$ cat config.mk
export PLATFORM = sky130hd
export DESIGN_NAME = seg_scan_driver_flat
export DESIGN_NICKNAME = d
export VERILOG_FILES = /design/src/rtl/seg_pkg.sv /design/src/rtl/seg_scan_driver_if.sv /design/src/rtl/hex_to_seg.sv /design/src/rtl/seg_scan_driver.sv /design/src/flat_wrapper.sv
export SDC_FILE = /design/constraint.sdc
export NUM_CORES = 1
export LEC_CHECK = 0
export ABC_AREA = 1
export CAP_MARGIN = 30
export CORE_UTILIZATION = 60
export DETAILED_ROUTE_END_ITERATION = 16
export PLACE_DENSITY = 0.84
export SLEW_MARGIN = 20
export SYNTH_ARGS = -nofsm -noshare
export SYNTH_HDL_FRONTEND = slang
export SYNTH_SLANG_ARGS = --single-unit
$ cat constraint.sdc
create_clock -name clk -period 3.7 [get_ports clk]
set_clock_uncertainty 0.15 [all_clocks]
set_input_delay 0.37 -clock clk [delete_from_list [all_inputs] [get_ports clk]]
set_output_delay 0.37 -clock clk [all_outputs]
set_load 0.01 [all_outputs]
$ cat src/rtl/seg_pkg.sv
// Shared seven-segment definitions: segment width, blank pattern and hex decode table.
// Segment order is {A,B,C,D,E,F,G}, active-low, A in the MSB.
package seg_pkg;

  localparam int SEG_W = 7;

  localparam logic [SEG_W-1:0] SEG_OFF = 7'b1111111;

  // Index is the hex nibble; entry is the active-low segment pattern.
  localparam logic [SEG_W-1:0] HEX_SEG [16] = '{
    7'b0000001, 7'b1001111, 7'b0010010, 7'b0000110,
    7'b1001100, 7'b0100100, 7'b0100000, 7'b0001111,
    7'b0000000, 7'b0000100, 7'b0001000, 7'b1100000,
    7'b0110001, 7'b1000010, 7'b0110000, 7'b0111000
  };

endpackage

$ cat src/rtl/seg_scan_driver_if.sv
// Datapath/display bundle for seg_scan_driver. The decimal-point signals exist
// only when SEG_DP_EN is defined.
interface seg_scan_driver_if
  import seg_pkg::*;
#(
  parameter int DIGITS = 4
);

  logic                  load;
  logic [4*DIGITS-1:0]   value;
  logic                  blank_lz;
  logic [SEG_W-1:0]      seg;
  logic [DIGITS-1:0]     an;
  logic                  frame_done;
`ifdef SEG_DP_EN
  logic [DIGITS-1:0]     dp_in;
  logic                  dp;

  modport master (output load, value, blank_lz, dp_in,
                  input  seg, an, frame_done, dp);
  modport slave  (input  load, value, blank_lz, dp_in,
                  output seg, an, frame_done, dp);
`else
  modport master (output load, value, blank_lz,
                  input  seg, an, frame_done);
  modport slave  (input  load, value, blank_lz,
                  output seg, an, frame_done);
`endif

endinterface

$ cat src/rtl/hex_to_seg.sv
// Combinational nibble to active-low seven-segment lookup.
module hex_to_seg
  import seg_pkg::*;
(
  input  logic [3:0]       nibble,
  output logic [SEG_W-1:0] seg
);

  assign seg = HEX_SEG[nibble];

endmodule

$ cat src/rtl/seg_scan_driver.sv
// Time-multiplexed common-anode seven-segment scan driver with leading-zero
// blanking. Optional per-digit decimal point when SEG_DP_EN is defined.
module seg_scan_driver
  import seg_pkg::*;
#(
  parameter int DIGITS   = 4,
  parameter int PRESCALE = 50000
)(
  input logic               clk,
  input logic               rst,
  seg_scan_driver_if.slave  bus
);

  localparam int PRE_W = $clog2(PRESCALE);
  localparam int IDX_W = (DIGITS > 1) ? $clog2(DIGITS) : 1;
  localparam int VAL_W = 4 * DIGITS;

  logic [PRE_W-1:0]  pre_cnt_r;
  logic [IDX_W-1:0]  idx_r;
  logic [VAL_W-1:0]  pending_r;
  logic              pend_v_r;
  logic [VAL_W-1:0]  shadow_r;
  logic              wrap_d_r;
  logic [SEG_W-1:0]  seg_r;
  logic [DIGITS-1:0] an_r;
  logic              frame_done_r;

  logic              slot_end_s;
  logic              frame_wrap_s;
  logic [3:0]        nibble_s;
  logic [SEG_W-1:0]  hex_seg_s;
  logic              upper_zero_s;
  logic              blank_s;
  logic [DIGITS-1:0] an_next_s;

  assign slot_end_s   = (pre_cnt_r == PRE_W'(PRESCALE - 1));
  assign frame_wrap_s = slot_end_s && (idx_r == IDX_W'(DIGITS - 1));
  assign nibble_s     = shadow_r[{idx_r, 2'b00} +: 4];

  // Digit idx and everything above it are zero exactly when the shifted shadow is zero.
  assign upper_zero_s = ((shadow_r >> {idx_r, 2'b00}) == {VAL_W{1'b0}});
  assign blank_s      = bus.blank_lz && (idx_r != IDX_W'(0)) && upper_zero_s;
  assign an_next_s    = ~(DIGITS'(1) << idx_r);

  hex_to_seg u_hex_to_seg (
    .nibble (nibble_s),
    .seg    (hex_seg_s)
  );

  // Prescaler and digit index; the index wrap marks the frame boundary.
  always_ff @(posedge clk or posedge rst) begin
    if (rst) begin
      pre_cnt_r <= PRE_W'(0);
      idx_r     <= IDX_W'(0);
    end else if (slot_end_s) begin
      pre_cnt_r <= PRE_W'(0);
      idx_r     <= frame_wrap_s ? IDX_W'(0) : idx_r + IDX_W'(1);
    end else begin
      pre_cnt_r <= pre_cnt_r + PRE_W'(1);
    end
  end

  // Value capture: shadow only changes on a frame wrap so a frame never tears.
  always_ff @(posedge clk or posedge rst) begin
    if (rst) begin
      pending_r <= {VAL_W{1'b0}};
      pend_v_r  <= 1'b0;
      shadow_r  <= {VAL_W{1'b0}};
    end else if (frame_wrap_s) begin
      pend_v_r <= 1'b0;
      if (bus.load) begin
        shadow_r <= bus.value;
      end else if (pend_v_r) begin
        shadow_r <= pending_r;
      end
    end else if (bus.load) begin
      pending_r <= bus.value;
      pend_v_r  <= 1'b1;
    end
  end

  // Registered display outputs, one cycle behind idx/shadow.
  always_ff @(posedge clk or posedge rst) begin
    if (rst) begin
      seg_r        <= SEG_OFF;
      an_r         <= {DIGITS{1'b1}};
      wrap_d_r     <= 1'b0;
      frame_done_r <= 1'b0;
    end else begin
      seg_r        <= blank_s ? SEG_OFF : hex_seg_s;
      an_r         <= an_next_s;
      wrap_d_r     <= frame_wrap_s;
      frame_done_r <= wrap_d_r;
    end
  end

  assign bus.seg        = seg_r;
  assign bus.an         = an_r;
  assign bus.frame_done = frame_done_r;

`ifdef SEG_DP_EN
  logic dp_r;

  // Decimal point follows the live dp_in of the scanned digit; blanked digits stay dark.
  always_ff @(posedge clk or posedge rst) begin
    if (rst) begin
      dp_r <= 1'b1;
    end else begin
      dp_r <= blank_s ? 1'b1 : ~bus.dp_in[idx_r];
    end
  end

  assign bus.dp = dp_r;
`endif

endmodule
$ cat src/flat_wrapper.sv
// flat-port wrapper written by rule: the top's interface ports become plain ports
module seg_scan_driver_flat import seg_pkg::*;
#(
  parameter int DIGITS   = 4,
  parameter int PRESCALE = 50000
)
  (clk, rst, bus_load, bus_value, bus_blank_lz, bus_seg, bus_an, bus_frame_done);
  seg_scan_driver_if #(.DIGITS(DIGITS)) bus_i ();
  input logic clk;
  input logic rst;
  input wire logic [$bits(bus_i.load)-1:0] bus_load;
  input wire logic [$bits(bus_i.value)-1:0] bus_value;
  input wire logic [$bits(bus_i.blank_lz)-1:0] bus_blank_lz;
  output wire logic [$bits(bus_i.seg)-1:0] bus_seg;
  output wire logic [$bits(bus_i.an)-1:0] bus_an;
  output wire logic [$bits(bus_i.frame_done)-1:0] bus_frame_done;
  assign bus_i.load = bus_load;
  assign bus_i.value = bus_value;
  assign bus_i.blank_lz = bus_blank_lz;
  assign bus_seg = bus_i.seg;
  assign bus_an = bus_i.an;
  assign bus_frame_done = bus_i.frame_done;
  seg_scan_driver #(.DIGITS(DIGITS), .PRESCALE(PRESCALE)) u_core (.clk(clk), .rst(rst), .bus(bus_i));
endmodule
==> results of run 1 <==
-- how the worst max path moves through the flow --
stage	slack, ns	startpoint	depth (start not counted)	end
6_report	1.15	u_core.idx_r[0]	10	u_core.bus.seg[0]
2_1_floorplan	1.60	rst	1	u_core.bus.frame_done
4_1_cts	1.13	u_core.idx_r[0]	10	u_core.bus.seg[1]
3_3_place_gp	1.32	u_core.idx_r[0]	10	u_core.bus.seg[2]
5_1_grt	0.83	u_core.idx_r[0]	10	u_core.bus.seg[2]
3_5_place_dp	1.16	u_core.idx_r[0]	10	u_core.bus.seg[1]
-- cell usage in the layout, fill, tap and decap left out --
master	count
dfstp_2	11
inv_2	4
nor2_4	4
o21bai_1	1
clkinvlp_4	1
ha_1	10
clkbuf_8	10
nand3b_1	2
clkinv_2	2
nor2_1	31
bufinv_16	1
mux2_2	16
clkbuf_1	3
inv_1	31
nand2_1	128
nand2_2	13
a31oi_1	1
o21ai_0	7
clkdlybuf4s50_1	31
dfrtp_1	53
nand4_1	17
or2_2	1
nand4_2	1
buf_4	3
nor3_1	6
xor2_1	7
nand3_1	49
o21ai_1	1
nand3_4	2
nand2_4	1
a21oi_1	4
-- through the flow --
| stage | instance area [µm²] | power (W) | utilization (%) |
|---|---|---|---|
| 2_1_floorplan | 3470 | 0.000790 | - |
| 3_3_place_gp | 3800 | 0.000821 | 68.6 |
| 3_5_place_dp | 3800 | 0.000824 | 68.6 |
| 4_1_cts | 3990 | 0.00142 | 72.0 |
| 5_1_grt | 3990 | 0.00146 | 72.0 |
| 6_report | 3990 | 0.00140 | 72.0 |
-- flip-flops by register name, summed over array words and instances (netlist names) --
name / cells
u_core.bus.seg: 7
u_core.idx_r: 2
u_core.bus.frame_done: 1
u_core.pre_cnt_r: 16
u_core.bus.an: 4
u_core.pending_r: 16
u_core.pend_v_r: 1
u_core.shadow_r: 16
u_core.wrap_d_r: 1
-- area by class of cell --
class | count | area, µm² | share of cell area (%)
multi-input combinational | 302 | 1630 | 40.7
tap | 72 | 90.1 | 2.26
sequential | 64 | 1620 | 40.5
inverter | 36 | 136 | 3.42
clock inverter | 3 | 42.5 | 1.07
clock buffer | 13 | 149 | 3.73
timing repair buffer | 34 | 333 | 8.34
-- worst max-delay path, stage by stage, from the launching register on --
cell      delay (ns)
dfrtp_1         0.56
inv_1           0.27
nand2_1         0.12
nand2_1         0.09
o21ai_0         0.38
ha_1            0.27
nand3_1         0.08
nand3b_1        0.16
nor2_1          0.12
nand2_1         0.17
nand3_1         0.12
-- cell families after synthesis --
| logic type | share of synthesized area (%) |
|---|---|
| AO/OA/AOI/OAI | 2.13 |
| XOR/XNOR | 1.77 |
| multiplexers | 5.19 |
| flip-flops | 46.6 |
| AND/OR/NAND/NOR | 34.2 |
| adder cells (fa/ha/maj) | 3.61 |
| buffers and inverters | 6.60 |
-- routing by layer --
layer / track usage [%] / wire length [µm]
met1: 32.8 / 3040
met2: 38.9 / 3070
met3: 5.81 / 300
met4: 10.7 / 97
met5: 0 / 0
-- power by group --
part	internal [W]	switching (W)
Clock	0.000329	0.000260
Combinational	0.0000437	0.0000430
Sequential	0.000716	0.00000988
==> run metrics, run 1 <==
status complete, no violations; clock latency on the worst-skew pair 0.34 ns; worst setup margin 1.15 ns; Slew Viols, Final 0; f_max 0.392 GHz; ys flop type dfrtp_1; crit path kind flop to flop; FP Rows 27; first-pass iteration count of the detailed router 4; most common cell in the netlist nand2_1; async set-reset flop share out of synthesis 100%; Clock Tree Buf Depth 2; Congestion Overflow GR 0; sequential fraction of the synthesis area between 40% and 50%; crit path DAT 2.68 ns; synthesized area ~3500 µm²; RSZ-0062 raised after global routing no; Initial Utilization 62.6%; Max-Cap Viols 0; vias in the first global route roughly 2700; worst-case vdd ir drop a little over 0.3 mV; dpl ws roughly 1.2 ns; gp weighted congestion 0.857; Fin. Hold Viols 0; #FFs+latches synth 64; Critical Path Sink Type flop; worst reg-to-reg setup slack 1.15 ns; Syn-to-layout area delta 15.0%; number of filler cells placed in the layout approximately 440; worst-path maximum fanout 13; # H-tree levels 3; # diodes 0; setup bufs post-CTS 0; number of synthesized flops with an enable pin 0; Nets approximately 480; Setup TNS 0 ns; CTS tree built; Synth area leader dfrtp_1; Synth Warn # 0; Port Buf Inserts 31; normalized max-slew margin 59.2%; final WL between 6000 and 7000 µm; Sinks on Clock Net 64; Unique masters post-synth 31; Slew @ Worst Pin roughly 0.61 ns; RR Startpoint u_core.idx_r[0]; total track usage around a quarter; post-cts sizing count 0; crit path time final 2.55 ns; proportion of layout cells with a drive suffix above 1 15.5%; Core ar. 5540 µm²; placed cell count just over 500; fin cells between 500 and 600; DRC Markers 0; Clock transition at path regs 0.07 ns; first-pass GRT wire length between 10000 and 15000 µm; antenna violations before repair 0; power density over the cells approximately 350 nW/µm²; Commonest cells post-synth nand2_1, dfrtp_1, nand3_1; detailed-placement wirelength estimate between 4000 and 5000 µm; Setup Viol. Count Final 0; post-synth top area share 38.2%; CTS Buf Count 9; Area contributors post-synth dfrtp_1, nand2_1, dfstp_2, nand3_1, mux2_2; full die area 6090 µm²; via/cell ratio between 5 and 6; Vias roughly 2800; largest net degree at the start of global routing 44; Hold WC Path Type input pin to asynchronous set/reset pin; Mapped Cells 417; R2R cell count 10; Avg Inst Size Synth 8.32 µm²; Setup crit start kind flop; CP Data Required Time 3.83 ns; hold_ws around 0.18 ns; I/O pin count 32; final worst-path cycle share between 60% and 70%; DIE HEIGHT slightly below 80 µm; hold_buf cts 0; Post-DRT Antenna Nets 0; syn_nets approximately 450; P_leak about 2.0 nW; Root Buffer clkbuf_8; R2R Path End u_core.bus.seg[0]; DRC violation total after the first TritonRoute iteration 147; die width between 70 and 80 µm; drt wl/cell 12.4 µm
Note: power is estimated with default switching activity, not from simulation.
==> run 2, diff against run 1 <==
CORE_UTILIZATION = 52   (was 60)
PLACE_DENSITY = 0.77   (was 0.84)
clock period = 2.1 ns   (was 3.7 ns; I/O delays follow)
==> run metrics, run 2 (same netlist as run 1, synthesis figures left out) <==
via/cell ratio 5.21 (was 5.31); final WL 6770 µm (was 6510 µm); Initial Utilization 54.3% (was 62.6%); f_max 0.526 GHz (was 0.392 GHz); largest net degree at the start of global routing 33 (was 44); clock latency on the worst-skew pair 0.35 ns (was 0.34 ns); crit path DAT 2.04 ns (was 2.68 ns); internal power 0.00193 W (was 0.00109 W); Core ar. 6390 µm² (was 5540 µm²); normalized max-slew margin 70.1% (was 59.2%); detailed-placement wirelength estimate 4880 µm (was 4560 µm); Clock Tree Buf Depth 2 (unchanged); I/O pin count 32 (unchanged); crit path time final 1.90 ns (was 2.55 ns); P_leak 2.04 nW (was 1.99 nW); DRC violation total after the first TritonRoute iteration 151 (was 147); first-pass iteration count of the detailed router 4 (unchanged); RSZ-0062 raised after global routing no (unchanged); antenna violations before repair 0 (unchanged); clock share of power 42.3% (was 42.1%); die width 83.7 µm (was 78.0 µm); Clock transition at path regs 0.07 ns (about the same); dpl ws 0.170 ns (was 1.16 ns); DIE HEIGHT 83.7 µm (was 78.0 µm); Post-DRT Antenna Nets 0 (unchanged); commonest non-fill, non-tap cell in the layout nand2_1 (unchanged); vias in the first global route 2724 (was 2679); Largest regs u_core.pending_r x16, u_core.pre_cnt_r x16, u_core.shadow_r x16 (unchanged); power density over the cells 611 nW/µm² (was 351 nW/µm²); Critical Path Sink Type flop (unchanged); drt wl/cell 12.6 µm (was 12.4 µm); # H-tree levels 3 (unchanged); commonest cells after routing, fill and taps aside nand2_1, dfrtp_1, nand3_1 (unchanged); status complete, no violations (unchanged); Setup Viol. Count Final 0 (unchanged); first-pass GRT wire length 12100 µm (was 11700 µm); DRC Markers 0 (unchanged); worst-case vdd ir drop 0.450 mV (was 0.304 mV); Sinks on Clock Net 64 (unchanged); Setup TNS 0 ns (unchanged); crit path kind flop to flop (unchanged); Slew Viols, Final 0 (unchanged); Tot Pwr 0.00249 W (was 0.00140 W); worst setup margin 0.198 ns (was 1.15 ns); proportion of layout cells with a drive suffix above 1 17.2% (was 15.5%); sw frac 22.8% (was 22.3%); Vias 2792 (was 2781); Slew @ Worst Pin 0.448 ns (was 0.610 ns); Fin. Hold Viols 0 (unchanged); Critical Path Source u_core.idx_r[0] (unchanged); Setup crit start kind flop (unchanged); full die area 7000 µm² (was 6090 µm²); CTS Buf Count 9 (unchanged); Nets 484 (was 477); Hold WC Path Type input pin to asynchronous set/reset pin (unchanged); hold_buf cts 0 (unchanged); Max-Cap Viols 0 (unchanged); total track usage 21.6% (was 24.7%); CTS tree built (unchanged); FP Rows 29 (was 27); combinational share of power 6.4% (was 6.2%); Syn-to-layout area delta 17.5% (was 15.0%); CP Data Required Time 2.23 ns (was 3.83 ns); # diodes 0 (unchanged); Congestion Overflow GR 0 (unchanged); RR Startpoint u_core.idx_r[0] (unchanged); Switch Pwr 0.000567 W (was 0.000313 W); Root Buffer clkbuf_8 (unchanged); gp weighted congestion 0.903 (was 0.857); worst-path maximum fanout 9 (was 13); Layout Utilization 63.9% (was 72.0%); final worst-path cycle share 90.6% (was 69.0%); Port Buf Inserts 31 (unchanged); Sequential Power Share 51.2% (was 51.8%)
## run 2: final cells by class
type                            count  area [µm²]
Clock buffer                       13         149
Tap cell                           77        96.3
Sequential cell                    64        1620
Fill cell                         534        2310
Inverter                           36         136
Clock inverter                      3        42.5
Multi-Input combinational cell    302        1630
Timing Repair Buffer               41         410
## run 2: power groups by stage
stage          logic [W]  clock network [W]  registers [W]
6_report        0.000161            0.00105        0.00128
5_1_grt         0.000181            0.00113        0.00128
4_1_cts         0.000164            0.00108        0.00128
3_5_place_dp    0.000162                  0        0.00130
3_3_place_gp    0.000159                  0        0.00130
2_1_floorplan  0.0000965                  0        0.00130
## run 2: per-stage QoR
step	instances	cell area (µm²)	hold WS, ns
detailed placement	520	3880	0.190
global placement	520	3880	0.187
global route	536	4080	0.0563
CTS	536	4080	0.0413
floorplan	417	3470	0.181
finish	536	4080	0.0340
## run 2: timing repair
action                                  4_1_cts  5_1_grt
gates resized for setup                       0        3
buffers inserted                              0        0
endpoints found under the setup margin        0        7
## run 2: worst max-delay path: stages (launching register included)
cell and delay, ns:
dfrtp_1 0.43, buf_4 0.19, nand2_1 0.08, nand3_1 0.08, o21ai_1 0.11, ha_1 0.22
nand3_1 0.08, nand3b_1 0.15, nor2_1 0.10, nand2_1 0.15, nand3_1 0.11
## run 2: path summary, 6_finish.rpt
kind	endpoint	slack [ns]	cells after the start
min in group clk	u_core.bus.frame_done	0.20	0
worst max register to register	u_core.bus.seg[5]	0.20	10
worst max-delay path	u_core.bus.seg[5]	0.20	10
worst min-delay path	u_core.pending_r[13]	0.03	2
worst min register to register	u_core.bus.frame_done	0.20	0
max in group asynchronous	u_core.bus.an[2]	1.17	3
## run 2: per-layer routing
layer  wire length [µm]  up-vias  track usage (%)
met4                107        0             9.09
met1               3250     1293             28.1
met3                252       11             4.25
li1                   -     1419                -
met2               3160       69             35.1
met5                  0        -                0
